### config.mk
export PLATFORM = sky130hd
export DESIGN_NAME = cnt_ena_ctrl
export DESIGN_NICKNAME = d
export VERILOG_FILES = /design/src/rtl/cnt_ena_ctrl.sv
export SDC_FILE = /design/constraint.sdc
export NUM_CORES = 1
export LEC_CHECK = 0
export CAP_MARGIN = 20
export CORE_MARGIN = 2
export CORE_UTILIZATION = 39
export CTS_CLUSTER_DIAMETER = 60
export DETAILED_ROUTE_END_ITERATION = 12
export PLACE_DENSITY_LB_ADDON = 0.3
export SLEW_MARGIN = 10
export SYNTH_ARGS = -nofsm -noshare
export SYNTH_HDL_FRONTEND = slang
export SYNTH_SLANG_ARGS = --single-unit
### constraint.sdc
create_clock -name i_clk -period 2.4 [get_ports i_clk]
set_clock_uncertainty 0.05 [all_clocks]
set_input_delay 0.72 -clock i_clk [delete_from_list [all_inputs] [get_ports i_clk]]
set_output_delay 0.72 -clock i_clk [all_outputs]
set_load 0.02 [all_outputs]
### src/rtl/cnt_ena_ctrl.sv
// Run controller for the 16-bit event counter: start/stop/arm, optional trigger,
// programmable prescaler and one-shot termination on the counter's terminal count.
module cnt_ena_ctrl #(
  parameter int PRESCALE_W = 16
) (
  input  logic                  i_clk,
  input  logic                  i_reset,
  input  logic                  i_start,
  input  logic                  i_stop,
  input  logic                  i_oneshot,
  input  logic                  i_trig_en,
  input  logic                  i_trig,
  input  logic [PRESCALE_W-1:0] i_prescale,
  input  logic                  i_tc,
  output logic                  o_cnt_ena,
  output logic                  o_running,
  output logic                  o_done
);

  typedef enum logic [1:0] {S_IDLE, S_ARMED, S_RUN, S_DONE} state_t;

  state_t                  r_state;
  state_t                  w_next;
  logic [PRESCALE_W-1:0]   r_ps_cnt;
  logic [PRESCALE_W-1:0]   r_p;
  logic                    r_oneshot;
  logic                    r_trig_en;
  logic                    r_trig_q;
  logic                    w_latch;
  logic                    w_ps_hit;
  logic                    w_trig_edge;
  logic                    w_os_end;

  assign w_ps_hit    = (r_ps_cnt == r_p);
  assign w_trig_edge = i_trig & ~r_trig_q;
  // Same-cycle tc suppresses the strobe so a one-shot run parks the counter at FFFF.
  assign w_os_end    = r_oneshot & i_tc;

  always_comb begin
    w_next  = r_state;
    w_latch = 1'b0;
    case (r_state)
      S_IDLE: begin
        if (!i_stop && i_start) begin
          w_latch = 1'b1;
          w_next  = i_trig_en ? S_ARMED : S_RUN;
        end
      end
      S_ARMED: begin
        if (i_stop)           w_next = S_IDLE;
        else if (w_trig_edge) w_next = S_RUN;
      end
      S_RUN: begin
        if (i_stop)        w_next = S_IDLE;
        else if (w_os_end) w_next = S_DONE;
      end
      S_DONE:  w_next = S_IDLE;
      default: w_next = S_IDLE;
    endcase
  end

  always_ff @(posedge i_clk) begin
    if (i_reset) begin
      r_state   <= S_IDLE;
      r_ps_cnt  <= '0;
      r_p       <= '0;
      r_oneshot <= 1'b0;
      r_trig_en <= 1'b0;
      r_trig_q  <= 1'b0;
    end else begin
      r_state  <= w_next;
      // Tracking trig in every state avoids a false edge from a stale sample on entry to ARMED.
      r_trig_q <= i_trig;
      if (w_latch) begin
        r_p       <= i_prescale;
        r_oneshot <= i_oneshot;
        r_trig_en <= i_trig_en;
      end
      // Held at zero outside RUN, so every entry into RUN starts from index 0.
      if (r_state != S_RUN || w_ps_hit) r_ps_cnt <= '0;
      else                              r_ps_cnt <= r_ps_cnt + 1'b1;
    end
  end

  assign o_cnt_ena = (r_state == S_RUN) & w_ps_hit & ~i_stop & ~w_os_end;
  assign o_running = (r_state == S_RUN);
  assign o_done    = (r_state == S_DONE);

  logic w_unused;
  assign w_unused = r_trig_en;

endmodule

Word-level counts from Yosys, hierarchy flattened --
Cells that the tools add are included.
Operators by class: add/subtract/negate cells 1, bitwise operators 8, eq/ne operators 8, mux-type cells 9, reductions and logical operators 6
Operators with widths (number):
- adder 16 x 1 -> 16 bit (second input constant) | 1
- equality test 16 bit | 1
- 2-to-1 mux 2 bit | 6
- one-hot mux 2 bit (4 select lines) | 1
- bitwise AND 1 bit | 5
- equality test 2 bit (second input constant) | 2
- != test 2 bit (second input constant) | 2
- != test 3 x 2 -> 1 bit (second input constant) | 1
- != test 3 bit (second input constant) | 1
- inverter 1 bit | 3
- AND reduction 3 bit | 1
- equality test 2 x 1 -> 1 bit (second input constant) | 1
- zero test 2 bit | 1
- 2-to-1 mux 1 bit | 2
- OR reduction 2 bit | 1
- logical AND 1 bit | 1
- zero test 1 bit | 1
- logical OR 1 bit | 1
Word-level totals: output and inout port bits 3, flip-flop bits (word level) 36, input port bits 24

Depth between registers and ports, before layout --
Gate-level depths: netlist (run 1).
depth after elaboration 5, depth in mapped cells 6, depth with buffers taken out 5

Worst setup path after synthesis (run 1) --
OpenSTA, ideal clock, no wires.
path kind register to output, from register r_ps_cnt[3], to output port o_cnt_ena, arrival time 1.456 ns, required time 1.630 ns, buffers on the path 0, stages on the path, launching flop included 5, setup slack 0.174 ns, cells stage by stage dfxtp_1 -> xnor2_1 -> nand4_1 -> nor4_4 -> and3_1
Between the ends: word-level cells in the longest chain between the ends 4
Ends and longest elaborated chain:
- start, declared | RTL line 24 | logic [PRESCALE_W-1:0] r_ps_cnt;
- start signal, assigned | RTL line 81 | else r_ps_cnt <= r_ps_cnt + 1'b1;
- equality test 16 bit | RTL line 34 | assign w_ps_hit = (r_ps_cnt == r_p);
- bitwise AND 1 bit (3 in series) | RTL line 85 | assign o_cnt_ena = (r_state == S_RUN) & w_ps_hit & ~i_stop & ~w_os_end;
- end, declared | RTL line 15 | output logic o_cnt_ena,
No other way between the ends.

Worst setup path in the final report (run 1) --
from input port i_tc, to output port o_cnt_ena
Between the ends: word-level cells in the longest chain between the ends 3
Ends and longest elaborated chain:
- start, declared | RTL line 14 | input logic i_tc,
- bitwise AND 1 bit | RTL line 37 | assign w_os_end = r_oneshot & i_tc;
- inverter 1 bit | RTL line 85
- bitwise AND 1 bit | RTL line 85
No other way between the ends.

==> results of run 1 <==
[placed cells by master (no fill, tap or decap), types with 2 or more instances in the layout]
cell             instances
nor4_4                   2
buf_4                   23
dfxtp_1                 25
inv_1                    7
nand2_1                 37
nand4_1                  8
a31o_2                   2
nor2b_1                  2
nor3_1                   7
nand3b_1                 2
xnor2_1                 21
xnor2_2                  5
a211oi_1                 3
nor3_2                  10
nand3_2                  2
nand3_1                  4
xor2_1                   2
dfxtp_2                 11
clkbuf_8                 5
clkdlybuf4s50_1         25
a21oi_1                 21
nor4_1                   3
nor2_1                   4
[timing repair]
item	in CTS	in global routing
setup buffers	1	0
pin swaps	5	7
setup endpoints to repair	1	1
endpoints found under the hold margin	0	0
resized for setup	11	8
[power by group through the flow]
| stage | registers, uW | clock network [uW] | logic [uW] |
|---|---|---|---|
| floorplan | 636 | 0 | 101 |
| global placement | 640 | 0 | 162 |
| detailed placement | 640 | 0 | 162 |
| CTS | 626 | 543 | 164 |
| global route | 629 | 563 | 179 |
| finish | 627 | 531 | 163 |
[synthesized netlist by cell type]
library cell | instances | area (um^2)
nor3_1 | 7 | 35.0
nand3_2 | 2 | 20.0
xor2_1 | 2 | 17.5
nand3b_1 | 2 | 15.0
a2111oi_0 | 1 | 8.76
xnor2_1 | 23 | 201
xnor2_2 | 3 | 48.8
buf_2 | 4 | 20.0
a211oi_1 | 3 | 22.5
or4b_1 | 1 | 10.0
a21oi_1 | 21 | 105
clkbuf_1 | 3 | 11.3
ha_1 | 1 | 12.5
inv_1 | 7 | 26.3
nand3_1 | 4 | 20.0
nor4_1 | 3 | 18.8
dfxtp_1 | 36 | 721
clkbuf_2 | 1 | 5.00
nor4b_4 | 1 | 23.8
nor2_1 | 4 | 15.0
and3_1 | 1 | 6.26
nor4_4 | 2 | 42.5
nand2b_1 | 1 | 6.26
a31o_2 | 2 | 17.5
nor3_2 | 10 | 100
nor3b_1 | 1 | 7.51
nor2b_1 | 2 | 12.5
buf_6 | 4 | 45.0
nand2_1 | 37 | 139
nand4_1 | 8 | 50.1
and2_1 | 1 | 6.26
[cell families (layout without fill, tap and decap cells)]
kind of cell | count (synthesis) | after routing | synth area share (%)
compound gates | 27 | 27 | 8.60
xor+xnor | 28 | 28 | 15.0
fa+ha+maj | 1 | 1 | 0.699
buf+inv | 19 | 64 | 6.01
flops | 36 | 36 | 40.3
simple gates | 87 | 87 | 29.5
[metrics by stage]
step	utilization, %	total power, uW	instances	setup slack (ns)	hold WS [ns]
floorplan	-	738	198	0.174	0.399
global placement	50.2	802	286	-0.443	0.405
detailed placement	50.2	803	286	-0.443	0.409
CTS	53.1	1330	295	-0.0312	0.419
global route	53.6	1370	295	-0.0668	0.436
finish	53.6	1320	295	0.0184	0.418
[worst paths after layout]
check,start,to,slack [ns],cells past startpoint
hold reg to reg,r_p[1]$_SDFFE_PP0P_,r_p[1]$_SDFFE_PP0P_,0.42,2
setup reg to reg,r_ps_cnt[0]$_SDFF_PP0_,r_ps_cnt[14]$_SDFF_PP0_,0.66,6
setup / recovery,i_tc,o_cnt_ena,0.02,4
hold / removal,r_p[1]$_SDFFE_PP0P_,r_p[1]$_SDFFE_PP0P_,0.42,2
[worst min-delay path: stages (launching register included)]
cell     delay, ns
dfxtp_1       0.32
nand2_1       0.05
a21oi_1       0.05
[layout make-up]
class,count,area share (%)
inverters,7,1.12
multi-input cells,143,41.6
clock inverters,3,1.81
flip-flops and latches,36,31.3
well taps,52,2.77
repair buffers,49,18.5
clock buffers,5,2.93
[state kept, by name (all words and copies together) (netlist names)]
signal and count:
r_p 16, r_ps_cnt 16, r_state 2, r_oneshot 1, r_trig_q 1
[per-layer routing]
metal	global-route usage, %	wire length, um	vias to the layer above
met5	0	0	-
met3	4.08	156	6
met1	19.9	1740	638
li1	-	-	759
met2	24.5	1610	25
met4	6.29	55	0
==> results.json, run 1 <==
{
  "cp_slowest_stage_delay_ns": 0.45,
  "fillCellCount": 429,
  "rows": 24,
  "p_seq_share_pct": 47.5,
  "hold_viol": 0,
  "grtUsageTotal_pct": 15.4,
  "fin_area_mm2": 0.00235,
  "cts_buffers": 5,
  "clk_latency_ns": 0.29,
  "cts_max_path_buffers": 2,
  "core_mm2": 0.00438,
  "grt_overflow": 0,
  "num_io_pins": 27,
  "grt_max_degree": 21,
  "cts-root-buf": "clkbuf_8",
  "wire_per_inst_um": 12.0,
  "seqCellArea_um2": 734,
  "syn_nets": 223,
  "period_share_pct": 99.2,
  "critPathKind": "input port to output port",
  "fin_nets": 267,
  "drtAntennaViolNets": 0,
  "cts_tree": "built",
  "powerDensity_mw_per_mm2": 563,
  "required_ns": 1.63,
  "rsz0062_at_grt": "yes",
  "setup_tns_ns": 0,
  "htree_levels": 2,
  "clk_pin_slew_ns": 0.07,
  "die_h_um": 71.8,
  "setup_viol": 0,
  "drc": 0,
  "cp_num_buf_inv": 2,
  "postCtsHoldBufs": 0,
  "slew_headroom_pct": 77.3,
  "status": "complete, no violations",
  "critical_path.startpoint_type": "input port",
  "synth-seq-cells": 36,
  "slowest_stage": "clkdlybuf4s50_1",
  "synthToLayoutAreaGrowth_pct": 31.2,
  "p_leak_uw": 0.000780,
  "totalWireLength_um": 3550,
  "drive_above_1_share_pct": 26.7,
  "dr_total_vias": 1428,
  "drv_cap": 0,
  "hold_path_class": "register to register",
  "peakVddDrop_mv": 0.377,
  "dieArea_mm2": 0.00515,
  "antenna_found_initial": 0,
  "worstPathArrival_ns": 1.61,
  "place_area_mm2": 0.00220,
  "ys_seq_area_share_pct": 40.3,
  "first_iter_violations": 82,
  "switching_share_pct": 24.1,
  "viasPerCell": 4.84,
  "n_antenna_cell": 0,
  "grt_pass1_vias": 1384,
  "avgSynthCellArea_um2": 9.04,
  "finalCriticalPeriod_ns": 2.38,
  "portBuffers": 26,
  "syn-cell-area_mm2": 0.00179,
  "ys_types": 31,
  "clkPwrFrac_pct": 40.2,
  "dr.pass1.iters": 4,
  "drv_slew": 0,
  "die_width_um": 71.8,
  "crit_path_end_kind": "output port",
  "p_switching_uw": 318,
  "tightest_slew_ns": 0.332,
  "ys.warnings.count": 0,
  "critPathTopFamily": "buffers and inverters",
  "gp_congestion": 0.795,
  "numClockSinks": 36,
  "path_cells": "clkdlybuf4s50_1 -> a21oi_1 -> and3_1 -> buf_6",
  "multi_input_area_um2": 977,
  "intPower_uw": 1000,
  "dp_hpwl_um": 2590,
  "grt_pass1_wl_um": 6110,
  "p_comb_share_pct": 12.3,
  "max_freq_mhz": 420,
  "netlist_instances": 198,
  "crit_fanout": 2,
  "initial_core_util_pct": 40.8
}
Note: power is estimated with default switching activity, not from simulation.
==> inputs of run 2 (changes only) <==
--- a/config.mk
+++ b/config.mk
@@ -6,12 +6,15 @@
 export NUM_CORES = 1
 export LEC_CHECK = 0
 export CAP_MARGIN = 20
+export CORE_ASPECT_RATIO = 0.75
 export CORE_MARGIN = 2
 export CORE_UTILIZATION = 39
 export CTS_CLUSTER_DIAMETER = 60
 export DETAILED_ROUTE_END_ITERATION = 12
+export MAX_ROUTING_LAYER = met4
 export PLACE_DENSITY_LB_ADDON = 0.3
 export SLEW_MARGIN = 10
 export SYNTH_ARGS = -nofsm -noshare
 export SYNTH_HDL_FRONTEND = slang
 export SYNTH_SLANG_ARGS = --single-unit
+export TNS_END_PERCENT = 10
==> run 2 against run 1 <==
Net effect: sequential cell count did not move; non-clock buffer count is the same; global-route usage is 1.2 points higher; cell area down 0.21%; utilization down 0.79 points; largest cell class unchanged; via count increased by 2.2%; sequential share of layout area decreased by 0.25 points; worst setup slack lost 0.00055 ns; highest routed layer unchanged; clock-buffer cell count rose by 1.
==> results.json, run 2 (synthesis gave the netlist of run 1 again) <==
{
  "n_antenna_cell": 0,
  "num_io_pins": 27,
  "multi_input_area_um2": 977,
  "dieArea_mm2": 0.00515,
  "hold_path_class": "register to register",
  "powerDensity_mw_per_mm2": 563,
  "period_share_pct": 99.3,
  "r2r_slack_ns": 0.66,
  "grt_max_degree": 21,
  "dr_total_vias": 1459,
  "gp_congestion": 0.877,
  "totalWireLength_um": 3640,
  "setup_ws_ns": 0.0179,
  "min_from": "r_p[9]$_SDFFE_PP0P_",
  "critical_path.startpoint_type": "input port",
  "grt_pass1_vias": 1383,
  "antenna_found_initial": 0,
  "portBuffers": 26,
  "rows": 21,
  "die_h_um": 62.7,
  "final_cell_mix": "nand2_1 (37), dfxtp_1 (31), clkdlybuf4s50_1 (25)",
  "required_ns": 1.63,
  "cts_buffers": 5,
  "path_cells": "clkdlybuf4s50_1 -> a21oi_1 -> and3_1 -> buf_6",
  "slowest_stage": "clkdlybuf4s50_1",
  "intPower_uw": 1000,
  "crit_path_end_kind": "output port",
  "clkPwrFrac_pct": 40.0,
  "max_freq_mhz": 420,
  "reg_top3": "r_p (16), r_ps_cnt (16), r_state (2)",
  "fin_nets": 267,
  "wire_per_inst_um": 12.1,
  "worstReg2RegStart": "r_ps_cnt[1]$_SDFF_PP0_",
  "dr.pass1.iters": 4,
  "cts-root-buf": "clkbuf_8",
  "mostFrequentLayoutCell": "nand2_1",
  "pre_cts_ws_ns": -0.439,
  "holdPathStages": 2,
  "numClockSinks": 36,
  "drv_slew": 0,
  "grt_overflow": 0,
  "crit_fanout": 2,
  "post-cts-setup-buffer-count": 0,
  "dp_hpwl_um": 2720,
  "switching_share_pct": 23.8,
  "critPathTopFamily": "buffers and inverters",
  "rsz0062_at_grt": "yes",
  "worst_r2r_path_depth": 6,
  "initial_core_util_pct": 40.3,
  "hold_viol": 0,
  "synthToLayoutAreaGrowth_pct": 30.9,
  "p_switching_uw": 314,
  "status": "complete, no violations",
  "p_seq_share_pct": 47.5,
  "clk_pin_slew_ns": 0.07,
  "critPathKind": "input port to output port",
  "cts_max_path_buffers": 2,
  "drive_above_1_share_pct": 23.9,
  "seqCellArea_um2": 727,
  "cts_tree": "built",
  "die_width_um": 82.2,
  "core_mm2": 0.00444,
  "peakVddDrop_mv": 0.327,
  "htree_levels": 2,
  "first_iter_violations": 70,
  "fillCellCount": 441,
  "slew_headroom_pct": 78.1,
  "worstPathArrival_ns": 1.61,
  "cp_num_buf_inv": 2,
  "reg2reg_to": "r_ps_cnt[14]$_SDFF_PP0_",
  "clk_latency_ns": 0.29,
  "cp_slowest_stage_delay_ns": 0.43,
  "finalCriticalPeriod_ns": 2.38,
  "setup_viol": 0,
  "hold_end": "r_p[9]$_SDFFE_PP0P_",
  "drc": 0,
  "p_leak_uw": 0.000777,
  "viasPerCell": 4.86,
  "grtUsageTotal_pct": 16.6,
  "grt_pass1_wl_um": 6270,
  "p_comb_share_pct": 12.4,
  "hold-worst-slack_ns": 0.418,
  "tightest_slew_ns": 0.326,
  "drv_cap": 0,
  "drtAntennaViolNets": 0
}
run 2: cell count changes in the layout (fill, tap and decap cells not counted), sizes merged:
cell	previous run	this run
clkbuf	5	6
clkinvlp	1	0
run 2: power by group through the flow:
stage               clock network (uW)  logic [uW]  registers, uW
floorplan                            0         101            636
global placement                     0         163            640
finish                             528         164            627
global route                       562         180            629
detailed placement                   0         164            640
CTS                                540         165            627
run 2: stage by stage:
stage / instance area [um^2] / instances / utilization, % / total power, uW / TNS [ns]
5_1_grt: 2340 / 300 / 52.8 / 1370 / -0.0761
3_3_place_gp: 2210 / 292 / 49.8 / 803 / -0.435
4_1_cts: 2330 / 300 / 52.6 / 1330 / 0
3_5_place_dp: 2210 / 292 / 49.8 / 804 / -0.439
6_report: 2340 / 300 / 52.8 / 1320 / 0
2_1_floorplan: 1790 / 198 / - / 738 / 0
run 2: worst max path at each step:
| stage | start | endpoint | slack [ns] | cells after the start |
|---|---|---|---|---|
| finish | i_tc | o_cnt_ena | 0.02 | 4 |
| global route | r_p[10]$_SDFFE_PP0P_ | o_cnt_ena | -0.08 | 5 |
| CTS | r_p[10]$_SDFFE_PP0P_ | o_cnt_ena | 0.002 | 5 |
| detailed placement | i_tc | o_cnt_ena | -0.44 | 4 |
| global placement | i_tc | o_cnt_ena | -0.43 | 4 |
| floorplan | r_ps_cnt[3]$_SDFF_PP0_ | o_cnt_ena | 0.17 | 4 |
run 2: cell type report:
cell class	instances	share of cell area, %
Timing Repair Buffer	49	18.5
Multi-Input combinational cell	143	41.7
Clock inverter	2	1.49
Clock buffer	6	3.10
Tap cell	57	3.04
Inverter	7	1.12
Sequential cell	36	31.0
run 2: routing by layer:
| layer | global-route usage, % | part of all wire (%) | vias to the layer above |
|---|---|---|---|
| met2 | 20.3 | 38 | 28 |
| met4 | 5.21 | 1.5 | 0 |
| met1 | 24.2 | 54 | 660 |
| li1 | - | - | 764 |
| met3 | 7.08 | 6.6 | 7 |
| met5 | - | 0 | - |
run 2: timing repair:
action	in CTS	in global routing
gates resized for setup	10	3
pin swaps	6	2
hold buffers	0	0
endpoints found under the setup margin	1	1
run 2: tightest hold or removal path, stage by stage, from the launching register on:
cell     delay, ns
dfxtp_1       0.32
nand2_1       0.05
a21oi_1       0.05
==> inputs of run 3 (changes only) <==
--- a/config.mk
+++ b/config.mk
@@ -8,7 +8,7 @@
 export CAP_MARGIN = 20
 export CORE_ASPECT_RATIO = 0.75
 export CORE_MARGIN = 2
-export CORE_UTILIZATION = 39
+export CORE_UTILIZATION = 45
 export CTS_CLUSTER_DIAMETER = 60
 export DETAILED_ROUTE_END_ITERATION = 12
 export MAX_ROUTING_LAYER = met4
==> run 3 against run 2 <==
Net effect: the flow now finishes with violations (setup timing); register-to-register slack is essentially flat; first-iteration DRC count shrank 1.4%; total power rose by 0.53%; combinational power up 2%; die area down 13%; critical path depth up 1; sequential power is essentially flat; cell count decreased by 1.3%; global-route usage is 3.7 points higher; cell area fell by 0.16%; critical endpoint unchanged; fmax shrank 4.9%; utilization increased by 9.9 points.
==> results.json, run 3 (synthesis gave the netlist of run 1 again) <==
{
  "clkPwrFrac_pct": 40.0,
  "die_width_um": 76.8,
  "die_h_um": 58.6,
  "grtUsageTotal_pct": 20.3,
  "num_io_pins": 27,
  "drv_slew": 0,
  "mostFrequentLayoutCell": "nand2_1",
  "crit_fanout": 2,
  "drc": 0,
  "viasPerCell": 4.98,
  "powerDensity_mw_per_mm2": 567,
  "p_switching_uw": 320,
  "required_ns": 1.63,
  "first_iter_violations": 69,
  "grt_overflow": 0,
  "pre_cts_ws_ns": -0.414,
  "period_share_pct": 104,
  "htree_levels": 2,
  "portBuffers": 26,
  "cp_slowest_stage_delay_ns": 0.39,
  "tightest_slew_ns": 0.482,
  "dp_hpwl_um": 2800,
  "status": "complete, but fails checks",
  "slowest_stage": "nor4_4",
  "drtAntennaViolNets": 0,
  "initial_core_util_pct": 48.0,
  "finalPower_uw": 1330,
  "setup_ws_ns": -0.104,
  "intPower_uw": 1010,
  "dr.pass1.iters": 4,
  "rsz0062_at_grt": "yes",
  "rows": 19,
  "drv_cap": 0,
  "grt_pass1_vias": 1462,
  "cts_tree": "built",
  "hold_path_class": "register to register",
  "cts-root-buf": "clkbuf_8",
  "slew_headroom_pct": 67.0,
  "dieArea_mm2": 0.00450,
  "core_mm2": 0.00373,
  "crit_path_end_kind": "output port",
  "grt_pass1_wl_um": 6750,
  "setup_viol": 1,
  "p_seq_share_pct": 47.3,
  "hold_viol": 0,
  "dr_total_vias": 1473,
  "critPathKind": "register to output port",
  "reg_top3": "r_p (16), r_ps_cnt (16), r_state (2)",
  "clk_pin_slew_ns": 0.07,
  "drive_above_1_share_pct": 23.4,
  "wire_per_inst_um": 13.0,
  "critical_path.startpoint_type": "register",
  "cts_buffers": 5,
  "n_antenna_cell": 0,
  "synthToLayoutAreaGrowth_pct": 30.7,
  "violations": "setup timing",
  "totalWireLength_um": 3850,
  "holdPathStages": 2,
  "finalCriticalPeriod_ns": 2.50,
  "antenna_found_initial": 0,
  "max_freq_mhz": 399,
  "worst_r2r_path_depth": 6,
  "path_cells": "xnor2_2 -> nand4_1 -> nor4_4 -> and3_4 -> buf_6",
  "gp_congestion": 0.822,
  "peakVddDrop_mv": 0.395,
  "switching_share_pct": 24.1,
  "final_cell_mix": "nand2_1 (37), dfxtp_1 (33), clkdlybuf4s50_1 (25)",
  "cts_max_path_buffers": 2,
  "clk_latency_ns": 0.29,
  "worstPathArrival_ns": 1.73,
  "numClockSinks": 36,
  "postCtsHoldBufs": 0,
  "p_leak_uw": 0.000778,
  "fin_nets": 268,
  "grt_max_degree": 20,
  "p_comb_share_pct": 12.7
}
-- run 3: cell count changes in the layout (fill, tap and decap cells not counted) --
cell	before	now
dfxtp_1	31	33
dfxtp_2	5	3
and3_1	1	0
and3_4	0	1
buf_4	23	24
xnor2_1	21	22
xnor2_2	5	4
-- run 3: cell type report --
type | instances | area (um^2)
Clock buffer | 6 | 72.6
Clock inverter | 2 | 35.0
Fill cell | 346 | 1390
Inverter | 7 | 26.3
Multi-Input combinational cell | 143 | 975
Sequential cell | 36 | 724
Tap cell | 52 | 65.1
Timing Repair Buffer | 50 | 442
-- run 3: power groups by stage --
stage / sequential [uW] / clock, uW / combinational [uW]
2_1_floorplan: 636 / 0 / 101
3_3_place_gp: 640 / 0 / 166
3_5_place_dp: 641 / 0 / 167
4_1_cts: 627 / 545 / 168
5_1_grt: 629 / 566 / 183
6_report: 627 / 530 / 168
-- run 3: critical path, delay by kind of cell (launching register included) --
| family | cells | cell delay [ns] |
|---|---|---|
| flops | 1 | 0.34 |
| buf+inv | 1 | 0.11 |
| simple gates | 3 | 0.82 |
| xor+xnor | 1 | 0.17 |
-- run 3: final timing paths --
kind / end / from / slack, ns
worst min register to register: r_p[13]$_SDFFE_PP0P_ / r_p[13]$_SDFFE_PP0P_ / 0.42
worst min-delay path: r_p[13]$_SDFFE_PP0P_ / r_p[13]$_SDFFE_PP0P_ / 0.42
worst max register to register: r_ps_cnt[12]$_SDFF_PP0_ / r_ps_cnt[0]$_SDFF_PP0_ / 0.66
worst max-delay path: o_cnt_ena / r_ps_cnt[6]$_SDFF_PP0_ / -0.10
-- run 3: repair_timing --
action                                  CTS  global route
endpoints found under the hold margin     0             0
resized for setup                        10             1
pin swaps                                 4             1
buffers inserted                          0             0
endpoints found under the setup margin    1             1
cloned                                    0             0
-- run 3: per-stage QoR --
step	cells	TNS [ns]	utilization, %	area (um^2)	hold WS (ns)
2_1_floorplan	198	0	-	1790	0.399
6_report	296	-0.104	62.7	2340	0.420
4_1_cts	296	-0.0879	62.6	2330	0.419
5_1_grt	296	-0.168	62.7	2340	0.442
3_5_place_dp	288	-0.414	59.3	2210	0.409
3_3_place_gp	288	-0.386	59.3	2210	0.410
-- run 3: layer usage --
metal / global-route usage (%) / up-vias / share of wire, % / routed length (um)
met5: - / - / 0 / 0
met1: 27.5 / 675 / 52 / 2010
met4: 9.35 / 0 / 1.8 / 70
met2: 29.1 / 27 / 43 / 1650
met3: 4.60 / 8 / 3.2 / 123
li1: - / 763 / - / -
